## src/rtl/lcd_keyscan_arbiter.sv

```systemverilog
// Shares the 8-bit LCD data / keyboard row bus: pauses the LCD, scans one keyboard column per
// scan period, and reports per-column key state changes on a valid/ready event port.
module lcd_keyscan_arbiter #(
  parameter int unsigned SCAN_PERIOD = 1000,
  parameter int unsigned LCD_DRAIN   = 64,
  parameter int unsigned SETTLE      = 500,
  parameter int unsigned NUM_COLS    = 9
) (
  input  logic                clk,
  input  logic                reset,
  input  logic                scan_en,
  input  logic                lcd_busy,
  output logic                lcd_run,
  output logic                bus_oe,
  output logic [NUM_COLS-1:0] col_driver,
  input  logic [7:0]          key_row,
  output logic                evt_valid,
  input  logic                evt_ready,
  output logic [3:0]          evt_col,
  output logic [7:0]          evt_rows,
  output logic [7:0]          evt_changed
);

  localparam int unsigned CntMax1 = (SCAN_PERIOD > LCD_DRAIN) ? SCAN_PERIOD : LCD_DRAIN;
  localparam int unsigned CntMax  = (CntMax1 > SETTLE) ? CntMax1 : SETTLE;
  localparam int unsigned CntW    = $clog2(CntMax);

  localparam logic [CntW-1:0] PeriodLast = CntW'(SCAN_PERIOD - 1);
  localparam logic [CntW-1:0] DrainLast  = CntW'(LCD_DRAIN - 1);
  localparam logic [CntW-1:0] SettleLast = CntW'(SETTLE - 1);
  localparam logic [3:0]      ColLast    = 4'(NUM_COLS - 1);

  typedef enum logic [2:0] {
    StRun,
    StStop,
    StDrive,
    StSettle,
    StSample,
    StResume
  } state_e;

  state_e              state_q, state_d;
  logic [CntW-1:0]     cnt_q, cnt_d;
  logic [3:0]          col_q, col_d;
  logic [7:0]          keys_q [NUM_COLS];
  logic [7:0]          cur_keys;
  logic [7:0]          pressed;
  logic                slot_free;
  logic                upd;
  logic                lcd_run_d, bus_oe_d, evt_valid_d;
  logic [NUM_COLS-1:0] col_driver_d;
  logic [NUM_COLS-1:0] col_onehot;
  logic [3:0]          evt_col_d;
  logic [7:0]          evt_rows_d, evt_changed_d;

  always_comb begin
    cur_keys = '0;
    for (int i = 0; i < NUM_COLS; i++) begin
      if (col_q == 4'(i)) cur_keys = keys_q[i];
    end
  end

  always_comb begin
    state_d       = state_q;
    cnt_d         = cnt_q;
    col_d         = col_q;
    upd           = 1'b0;
    pressed       = ~key_row;
    slot_free     = !evt_valid || evt_ready;
    evt_valid_d   = evt_valid && !evt_ready;
    evt_col_d     = evt_col;
    evt_rows_d    = evt_rows;
    evt_changed_d = evt_changed;

    unique case (state_q)
      StRun: begin
        if (!scan_en) begin
          cnt_d = '0;
        end else if (cnt_q == PeriodLast) begin
          cnt_d   = '0;
          state_d = StStop;
        end else begin
          cnt_d = cnt_q + 1'b1;
        end
      end
      StStop: begin
        // The drain timeout forces the bus over even if the LCD never reports idle.
        if (!lcd_busy || cnt_q == DrainLast) begin
          cnt_d   = '0;
          state_d = StDrive;
        end else begin
          cnt_d = cnt_q + 1'b1;
        end
      end
      StDrive: begin
        cnt_d   = '0;
        state_d = StSettle;
      end
      StSettle: begin
        if (cnt_q == SettleLast) begin
          cnt_d   = '0;
          state_d = StSample;
        end else begin
          cnt_d = cnt_q + 1'b1;
        end
      end
      StSample: begin
        state_d = StResume;
        // A change seen while the slot is busy is left unabsorbed and re-detected next scan.
        if (pressed != cur_keys && slot_free) begin
          upd           = 1'b1;
          evt_valid_d   = 1'b1;
          evt_col_d     = col_q;
          evt_rows_d    = pressed;
          evt_changed_d = pressed ^ cur_keys;
        end
      end
      StResume: begin
        cnt_d   = '0;
        state_d = StRun;
        col_d   = (col_q == ColLast) ? 4'd0 : col_q + 4'd1;
      end
      default: begin
        cnt_d   = '0;
        state_d = StRun;
      end
    endcase

    // Outputs are decoded from the next state so they register alongside it.
    lcd_run_d    = 1'b1;
    bus_oe_d     = 1'b1;
    col_driver_d = '1;
    col_onehot   = NUM_COLS'(1) << col_d;
    case (state_d)
      StStop: lcd_run_d = 1'b0;
      StDrive, StSettle, StSample: begin
        lcd_run_d    = 1'b0;
        bus_oe_d     = 1'b0;
        col_driver_d = ~col_onehot;
      end
      default: ;
    endcase
  end

  always_ff @(posedge clk) begin
    if (reset) begin
      state_q     <= StRun;
      cnt_q       <= '0;
      col_q       <= '0;
      lcd_run     <= 1'b1;
      bus_oe      <= 1'b1;
      col_driver  <= '1;
      evt_valid   <= 1'b0;
      evt_col     <= '0;
      evt_rows    <= '0;
      evt_changed <= '0;
      for (int i = 0; i < NUM_COLS; i++) keys_q[i] <= '0;
    end else begin
      state_q     <= state_d;
      cnt_q       <= cnt_d;
      col_q       <= col_d;
      lcd_run     <= lcd_run_d;
      bus_oe      <= bus_oe_d;
      col_driver  <= col_driver_d;
      evt_valid   <= evt_valid_d;
      evt_col     <= evt_col_d;
      evt_rows    <= evt_rows_d;
      evt_changed <= evt_changed_d;
      for (int i = 0; i < NUM_COLS; i++) begin
        if (upd && col_q == 4'(i)) keys_q[i] <= pressed;
      end
    end
  end

endmodule

```

## config.mk

```make
export PLATFORM = sky130hd
export DESIGN_NAME = lcd_keyscan_arbiter
export DESIGN_NICKNAME = d
export VERILOG_FILES = /design/src/rtl/lcd_keyscan_arbiter.sv
export SDC_FILE = /design/constraint.sdc
export NUM_CORES = 1
export LEC_CHECK = 0
export ABC_AREA = 1
export BUFFER_PORTS_ARGS = -buffer_cell sky130_fd_sc_hd__buf_2
export CORE_ASPECT_RATIO = 0.5
export CORE_UTILIZATION = 57
export CTS_BUF_LIST = sky130_fd_sc_hd__clkbuf_8
export DETAILED_ROUTE_END_ITERATION = 8
export HOLD_SLACK_MARGIN = 0.1
export PLACE_DENSITY = 0.73
export SYNTH_ARGS = -nofsm -noshare
export SYNTH_HDL_FRONTEND = slang
export SYNTH_SLANG_ARGS = --single-unit
export TNS_END_PERCENT = 50
```

## constraint.sdc

```tcl
create_clock -name clk -period 6.25 [get_ports clk]
set_clock_uncertainty 0.2 [all_clocks]
set_input_delay 1.25 -clock clk [delete_from_list [all_inputs] [get_ports clk]]
set_output_delay 1.25 -clock clk [all_outputs]
set_load 0.005 [all_outputs]
```

Yosys cells after proc, flatten, opt, wreduce, memory -nomap -nowiden --
Memories as Yosys holds them, arrays and structs flattened. Cells that the tools add are included.
Word-level totals: register bits after elaboration 49, memory bits (read-only) 0, bits in writable memories 72, word-level logic and storage cells 135, output and inout bits 32, bits in latches 0, memories kept 1
Cells by class: shift-type cells 1, magnitude comparators 0, reductions and logical operators 22, $mul 0, add/subtract/negate cells 2, equality and inequality tests 21, bitwise operators 13, muxes and demuxes 65, divide/modulo/power cells 0
Memories:
- keys_q | depth 9, bits a word 8, rd ports 9, clocked after Yosys merged registers in 0, wr ports 9, RTL line 45 | logic [7:0] keys_q [NUM_COLS];
Operators by type and width (number):
- $mux 8 | 18
- $mux 10 | 4
- $pmux 10 s4 | 1
- $mux 1 | 35
- $eq 4x3->1 const B | 4
- $pmux 3 s5 | 1
- $eq 3x2->1 const B | 4
- $mux 3 | 4
- $logic_and 1x1->1 | 11
- $add 10x1->10 const B | 1
- $eq 10x10->1 const B | 1
- $eq 10x6->1 const B | 1
- $eq 10x9->1 const B | 1
- $eq 3x3->1 const B | 3
- $not 9->9 | 1
- $or 1x1->1 | 9
- $shl 1x4->9 const A | 1
- $eq 4x2->1 const B | 2
- $mux 4 | 2
- $ne 8x8->1 | 1
- $not 8->8 | 1
- $xor 8x8->8 | 1
- $eq 3x1->1 const B | 2
- $add 4x1->4 const B | 1
- 11 further kinds | 14

Depth between registers and ports, before layout --
Gate-level depths: netlist (run 1).
depth in word-level cells 19, gate-level depth with buffers 25, depth with buffers taken out 24

Worst setup path before layout (run 1) --
No wires, ideal clock.
kind register to register, start point reg col_q[0], end point mem keys_q[5][0], in the netlist keys_q[0][40] (enable), path buffers 2, slack 2.922 ns, period minus slack after synthesis 3.328 ns, cell stages (with the launch flop) 18, required time 5.666 ns, arrival 2.744 ns, library setup time 0.384 ns, cell sequence dfxtp_1 -> inv_1 -> ha_1 -> buf_4 -> nand2_1 -> nor2_1 -> inv_1 -> clkbuf_1 -> or2_2 -> nand3_1 -> nand2_1 -> nand2_1 -> nor2_4 -> nand2_4 -> nand2_4 -> nor2_8 -> inv_1 -> o21ai_0
RTL lines:
- start: declaration | RTL line 44 | logic [3:0] col_q, col_d;
- start signal: assignment | RTL line 161 | col_q <= col_d;
- end: declaration | RTL line 45

==> impl_metrics.ini, run 1 <==
[die]
design.core.area_um2 = 9510
dieWidth_um = 142
die_area_um2 = 10300
std_cell_rows = 25
die_height_um = 72.2
start_util_pct = 59.1
boundaryPins = 45

[worst_setup_path]
crit_path_end = keys_q[0][41]$_DFFE_PP_
worst_r2r_endpoint = keys_q[0][41]$_DFFE_PP_
worstPathRequired_ns = 6.10
critPathLaunchType = register
worst_path_cell_trace = inv_1 -> ha_1 -> nand2_1 -> nor2_1 -> inv_1 -> or2_2 -> nand3_1 -> nand2_1 -> nand2_1 -> nor2_2 -> nand2_4 -> nand2_4 -> nor2_8 -> inv_1 -> o21ai_0
critPathSlowestCell = sky130_fd_sc_hd__o21ai_0
worstSetupStartpoint = col_q[0]$_SDFF_PP0_
ff2ff_path_depth = 15
critical_path_start_end_classification = reg2reg
biggest_fanout_along_the_worst_timing_path = 43
path_buf_inv = 3
cell_class_contributing_the_biggest_share_of_worst_path_delay = simple AND/OR/NAND/NOR gates
slowest_delay_ns = 1.00
setup.reg_to_reg.worst_slack_ns = 1.59
worst-path-stages = 15
worstSetupEndpointType = register
worstReg2RegStart = col_q[0]$_SDFF_PP0_
arrival_time_worst_endpoint_ns = 4.51

[timing]
worstMarginPinSlew_ns = 1.21
timing.final.max_slew_violations = 0
fin_tns_setup_ns = 0
fin_crit_sh_pct = 74.6
max_clock_freq_ghz = 0.215
final.setup.worst_slack_ns = 1.59
timing.final.setup_violations = 0
hold_viol_final = 0
fin_crit_ns = 4.66
fin_hold_ws_ns = 0.283
rsz0062_at_grt = false
worst_max_slew_margin_expressed_relative_to_the_limit_pct = 18.6

[synthesis]
synth.yosys.warnings = 0
syn_avg_cell_area_um2 = 8.74
post_synth_inst_count = 643
yosys_register_bits = 121
synth.distinct_cells = 35
synth_area_um2 = 5620
proportion_of_synthesized_chip_area_in_sequential_cells_pct = 55.9
syn-num-nets = 661

[clock_tree]
clockRootBuffer = sky130_fd_sc_hd__clkbuf_8
cts.htree.levels = 4
cts.sinks = 121
ctsHoldBuffers = 0
cts_tree = yes
post_cts_setup_driven_buffer_insertion_count = 0
cts_buffers = 17
cts.path.max_buffers = 2
clkSlewWorstSetupHoldPaths_ns = 0.07
clk-insertion-delay-late_ns = 0.44
count_of_cells_resized_by_post_cts_repair = 0

[detailed_routing]
viasPerCell = 5.30
detailroute.via_count = 4417
initialDrtViolationCount = 396
routed_wirelength_um = 13200
drt_pre_antenna_iters = 7
route.detailed.drc = 0
ant_nets = 0
wl_per_cell_um = 15.8

[layout]
mostFrequentLayoutCells = sky130_fd_sc_hd__nand2_1, sky130_fd_sc_hd__inv_1, sky130_fd_sc_hd__edfxtp_1, sky130_fd_sc_hd__nor2_1, sky130_fd_sc_hd__dfxtp_1
flow.area_growth_from_synthesis_pct = 11.6
fin_area_um2 = 6270
nets = 703
antenna_cells_inserted = 0
layout.cells.most_common = sky130_fd_sc_hd__nand2_1
fin_util_pct = 65.9
drive_gt1_share_pct = 15.6

[hold_path]
hold_path.class = reg2reg

[global_route]
groute.usage.overall_pct = 27.2
globalRoute.totalOverflow = 0
vias_in_the_first_global_route = 3930
pin_count_of_the_biggest_net_entering_global_routing = 44
grt_pass1_wl_um = 20300
grt_antenna_before_repair = 0

[power]
vdd.ir_drop.worst_uv = 192
power_density_nw_per_um2 = 258
power.static_leakage_nw = 2.80

[placement]
place.gp.congestion = 0.888
post-place-ws_ns = 1.68
hpwl_reported_at_the_end_of_detailed_placement_um = 8860
place_area_um2 = 5880
io_buffer_count = 44

[outcome]
status = finished clean

[job]
drv.max_cap_violation_count = 0
## final cells by class
| cell class | instances | area, um^2 |
|---|---|---|
| fillers | 813 | 3240 |
| flip-flops and latches | 121 | 3140 |
| multi-input cells | 419 | 2040 |
| inverters | 81 | 304 |
| clock buffers | 18 | 248 |
| repair buffers | 45 | 228 |
| well taps | 135 | 169 |
| clock inverters | 14 | 143 |
## cell usage after synthesis, drive strengths merged
cell     number  area share, %
nand3        39            3.9
a31oi         1           0.11
clkbuf        8           0.53
o2111ai       3           0.47
ha            5            1.1
inv          79            5.3
or2           8           0.89
nand3b        1           0.13
o41ai         1           0.16
o31ai         1           0.13
nand2       174             12
clkinv        2           0.13
dfxtp        49             17
nor4          2           0.22
a21oi        32            2.8
buf          14            1.9
edfxtp       72             38
nor2         85            7.5
nor3          7           0.62
o21ai        45            4.1
xor2          2           0.31
nand4        13            1.4
## sequential cells by signal, indices dropped and copies added (netlist names)
name and cells:
keys_q 72, cnt_q 10, col_driver 9, evt_changed 8
evt_rows 8, col_q 4, evt_col 4, state_q 3
bus_oe 1, evt_valid 1, lcd_run 1
## through the flow
| step | power, mW | instances |
|---|---|---|
| after floorplan | 0.909 | 643 |
| after global placement | 0.926 | 801 |
| after detailed placement | 0.928 | 801 |
| after CTS | 1.62 | 833 |
| after global routing | 1.66 | 833 |
| final | 1.62 | 833 |
## how the worst min path moves through the flow
stage / start / end / slack [ns] / cells past startpoint
floorplan: cnt_q[4]$_SDFFE_PP0P_ / cnt_q[4]$_SDFFE_PP0P_ / 0.26 / 2
global placement: cnt_q[1]$_SDFFE_PP0P_ / cnt_q[1]$_SDFFE_PP0P_ / 0.27 / 2
detailed placement: cnt_q[4]$_SDFFE_PP0P_ / cnt_q[4]$_SDFFE_PP0P_ / 0.28 / 2
CTS: cnt_q[4]$_SDFFE_PP0P_ / cnt_q[4]$_SDFFE_PP0P_ / 0.29 / 2
global route: cnt_q[4]$_SDFFE_PP0P_ / cnt_q[4]$_SDFFE_PP0P_ / 0.32 / 2
finish: cnt_q[4]$_SDFFE_PP0P_ / cnt_q[4]$_SDFFE_PP0P_ / 0.28 / 2
## kinds of logic (layout without fill, tap and decap cells)
group	count (synthesis)	in the layout	share of synthesized area [%]
AOI/OAI and AO/OA	83	83	7.79
xor gates and xnor gates	2	2	0.312
adders and majority gates	5	5	1.11
buffers and inverters	103	158	7.84
DFF	121	121	55.9
and+or+nand+nor	329	329	27.0
## per-layer routing
metal	share of wire (%)	vias to the layer above	global-route usage (%)	wire, um
met5	0	-	0	0
met4	1.6	0	9.56	206
met3	10	19	6.53	1310
met2	42	196	38.5	5520
met1	47	2019	40.9	6160
li1	-	2183	-	-
## power by group
group	leakage, nW	internal (mW)	total (mW)	switching, mW
Combinational	1.45	0.0116	0.0469	0.0353
Clock	0.217	0.394	0.704	0.310
Sequential	1.14	0.859	0.864	0.00541
## worst reg2reg max path: cells and delay by family (launching register included)
kind / cells / cell delay, ns
simple gates: 10 / 1.55
compound gates: 1 / 1.00
buf+inv: 3 / 0.73
fa+ha+maj: 1 / 0.46
flops: 1 / 0.34
Note: power is estimated with default switching activity, not from simulation.
==> run 2: changes to the inputs <==
Clock period 6.25 ns to 4.7 ns, I/O delays scaled along.
==> run 2 against run 1 <==
Sequential power rose by 33%. Global-route usage rose by 0.22 points. First-iteration DRC count fell by 12%. Combinational power rose by 47%. Critical path type unchanged. Largest cell class unchanged. Largest power group unchanged. Highest routed layer unchanged.
==> impl_metrics.ini, run 2 (same netlist as run 1, synthesis figures left out) <==
[outcome]
status = finished clean

[detailed_routing]
route.met2.wl_um = 5520
drt-met1-wl_um = 6590
initialDrtViolationCount = 348
drt_pre_antenna_iters = 5
dr_wl_met3_um = 953
detailroute.via_count = 4336
ant_nets = 0
highest_routed_metal_layer = met4
routed_wirelength_um = 13200
wl_per_cell_um = 15.6
viasPerCell = 5.14
route.detailed.drc = 0

[clock_tree]
cts_tree = yes
cts_buffers = 17
count_of_cells_resized_by_post_cts_repair = 0
ctsHoldBuffers = 0
cts.htree.levels = 4
clockRootBuffer = sky130_fd_sc_hd__clkbuf_8
post_cts_setup_driven_buffer_insertion_count = 0
cts.path.max_buffers = 2
clk-insertion-delay-late_ns = 0.43
cts.sinks = 121
clkSlewWorstSetupHoldPaths_ns = 0.07

[timing]
final.setup.worst_slack_ns = 0.936
rsz0062_at_grt = false
timing.final.setup_violations = 0
worstMarginPinSlew_ns = 0.750
fin_tns_setup_ns = 0
max_clock_freq_ghz = 0.266
fin_crit_ns = 3.76
fin_crit_sh_pct = 80.1
timing.final.max_slew_violations = 0
hold_viol_final = 0
worst_max_slew_margin_expressed_relative_to_the_limit_pct = 49.9

[global_route]
grt_antenna_before_repair = 0
pin_count_of_the_biggest_net_entering_global_routing = 41
grt_pass1_wl_um = 20600
globalRoute.totalOverflow = 0
vias_in_the_first_global_route = 3990
groute.usage.overall_pct = 27.4

[layout]
fin_area_um2 = 6440
top_register_by_number_of_flip_flops = keys_q
reg.largest.list = keys_q x72, cnt_q x10, col_driver x9
drive_gt1_share_pct = 17.4
nets = 713
layout.cells.most_common = sky130_fd_sc_hd__nand2_1
antenna_cells_inserted = 0
fillCellCount = 773
largest_register_ff_count = 72
instances_no_fill = 843
mostFrequentLayoutCells = sky130_fd_sc_hd__nand2_1, sky130_fd_sc_hd__inv_1, sky130_fd_sc_hd__edfxtp_1, sky130_fd_sc_hd__nor2_1, sky130_fd_sc_hd__dfxtp_1
flow.area_growth_from_synthesis_pct = 14.7

[die]
boundaryPins = 45
die_area_um2 = 10300
design.core.area_um2 = 9510
dieWidth_um = 142
die_height_um = 72.2
std_cell_rows = 25
start_util_pct = 59.1

[hold_path]
hold_depth = 2
hold_path.class = reg2reg
whs_endpoint = cnt_q[5]$_SDFFE_PP0P_
hp-start = cnt_q[5]$_SDFFE_PP0P_

[worst_setup_path]
critical-path-top-cell-by-count = sky130_fd_sc_hd__nand2_1
path_buf_inv = 2
worst_path_cell_trace = inv_1 -> ha_1 -> nand2_1 -> nor2_1 -> inv_1 -> or2_2 -> nand3_1 -> nand2_1 -> nand2_1 -> nor2_2 -> nand2_4 -> nand2_4 -> nor2_8 -> nand3_2 -> nand2_2 -> nor2_8 -> nor2_2
critical_path_start_end_classification = reg2reg
arrival_time_worst_endpoint_ns = 3.71
critPathLaunchType = register
worstReg2RegStart = col_q[0]$_SDFF_PP0_
worstSetupEndpointType = register
worst_r2r_endpoint = keys_q[0][49]$_DFFE_PP_
critPathSlowestCell = sky130_fd_sc_hd__nor2_2
biggest_fanout_along_the_worst_timing_path = 20
slowest_delay_ns = 0.49
worstPathRequired_ns = 4.65
ff2ff_path_depth = 17
cell_class_contributing_the_biggest_share_of_worst_path_delay = simple AND/OR/NAND/NOR gates
setup.reg_to_reg.worst_slack_ns = 0.94

[placement]
place_area_um2 = 5960
io_buffer_count = 44
place.gp.congestion = 0.898
hpwl_reported_at_the_end_of_detailed_placement_um = 9010
post-place-ws_ns = 1.06
placedCellCount = 811

[power]
vdd.ir_drop.worst_uv = 240
power_density_nw_per_um2 = 366
power.static_leakage_nw = 2.88

[job]
drv.max_cap_violation_count = 0
## run 2: cell types whose count changed in the layout (fill, tap and decap cells not counted)
| cell | change |
|---|---|
| sky130_fd_sc_hd__buf_4 | +10 |
| sky130_fd_sc_hd__clkinv_2 | -5 |
| sky130_fd_sc_hd__clkinv_4 | +4 |
| sky130_fd_sc_hd__inv_1 | -4 |
| sky130_fd_sc_hd__bufinv_16 | +3 |
| sky130_fd_sc_hd__inv_4 | +2 |
| sky130_fd_sc_hd__clkinvlp_4 | -1 |
| sky130_fd_sc_hd__inv_6 | +1 |
## run 2: where the power goes
part           leakage [nW]  internal, mW  switching (mW)
Clock                 0.248         0.703           0.435
Sequential             1.14          1.14         0.00766
Combinational          1.50        0.0203          0.0486
Total                  2.88          1.86           0.492
## run 2: worst max-delay path by stage
stage / from / end / slack [ns] / depth (start not counted)
3_3_place_gp: col_q[0]$_SDFF_PP0_ / keys_q[0][25]$_DFFE_PP_ / 1.13 / 17
2_1_floorplan: col_q[0]$_SDFF_PP0_ / keys_q[0][40]$_DFFE_PP_ / 1.37 / 17
4_1_cts: col_q[0]$_SDFF_PP0_ / keys_q[0][1]$_DFFE_PP_ / 1.02 / 17
6_report: col_q[0]$_SDFF_PP0_ / keys_q[0][49]$_DFFE_PP_ / 0.94 / 17
3_5_place_dp: col_q[1]$_SDFF_PP0_ / keys_q[0][25]$_DFFE_PP_ / 1.06 / 22
5_1_grt: col_q[0]$_SDFF_PP0_ / keys_q[0][1]$_DFFE_PP_ / 0.65 / 22
## run 2: through the flow
| step | hold WS (ns) | power (mW) | utilization [%] |
|---|---|---|---|
| floorplan | 0.259 | 1.21 | - |
| global placement | 0.272 | 1.24 | 62.6 |
| detailed placement | 0.288 | 1.24 | 62.6 |
| CTS | 0.298 | 2.37 | 67.8 |
| global route | 0.319 | 2.42 | 67.8 |
| finish | 0.294 | 2.36 | 67.8 |
## run 2: worst reg2reg max path, delay by kind of cell, from the launching register on
family        cells  cell delay [ns]
fa+ha+maj         1             0.47
buf+inv           2             0.41
flops             1             0.34
simple gates     14             2.05
## run 2: layer usage
layer,track usage [%],vias to the layer above
met1,40.6,1972
li1,-,2208
met3,8.05,11
met4,9.32,0
met2,38.4,145
met5,0,-
## run 2: cell type report
cell class	count	area [um^2]	share of cell area [%]
clock buffers	18	248	3.84
clock inverters	14	241	3.75
inverters	81	304	4.72
multi-input cells	419	2040	31.6
flip-flops and latches	121	3140	48.8
well taps	135	169	2.62
repair buffers	55	303	4.70
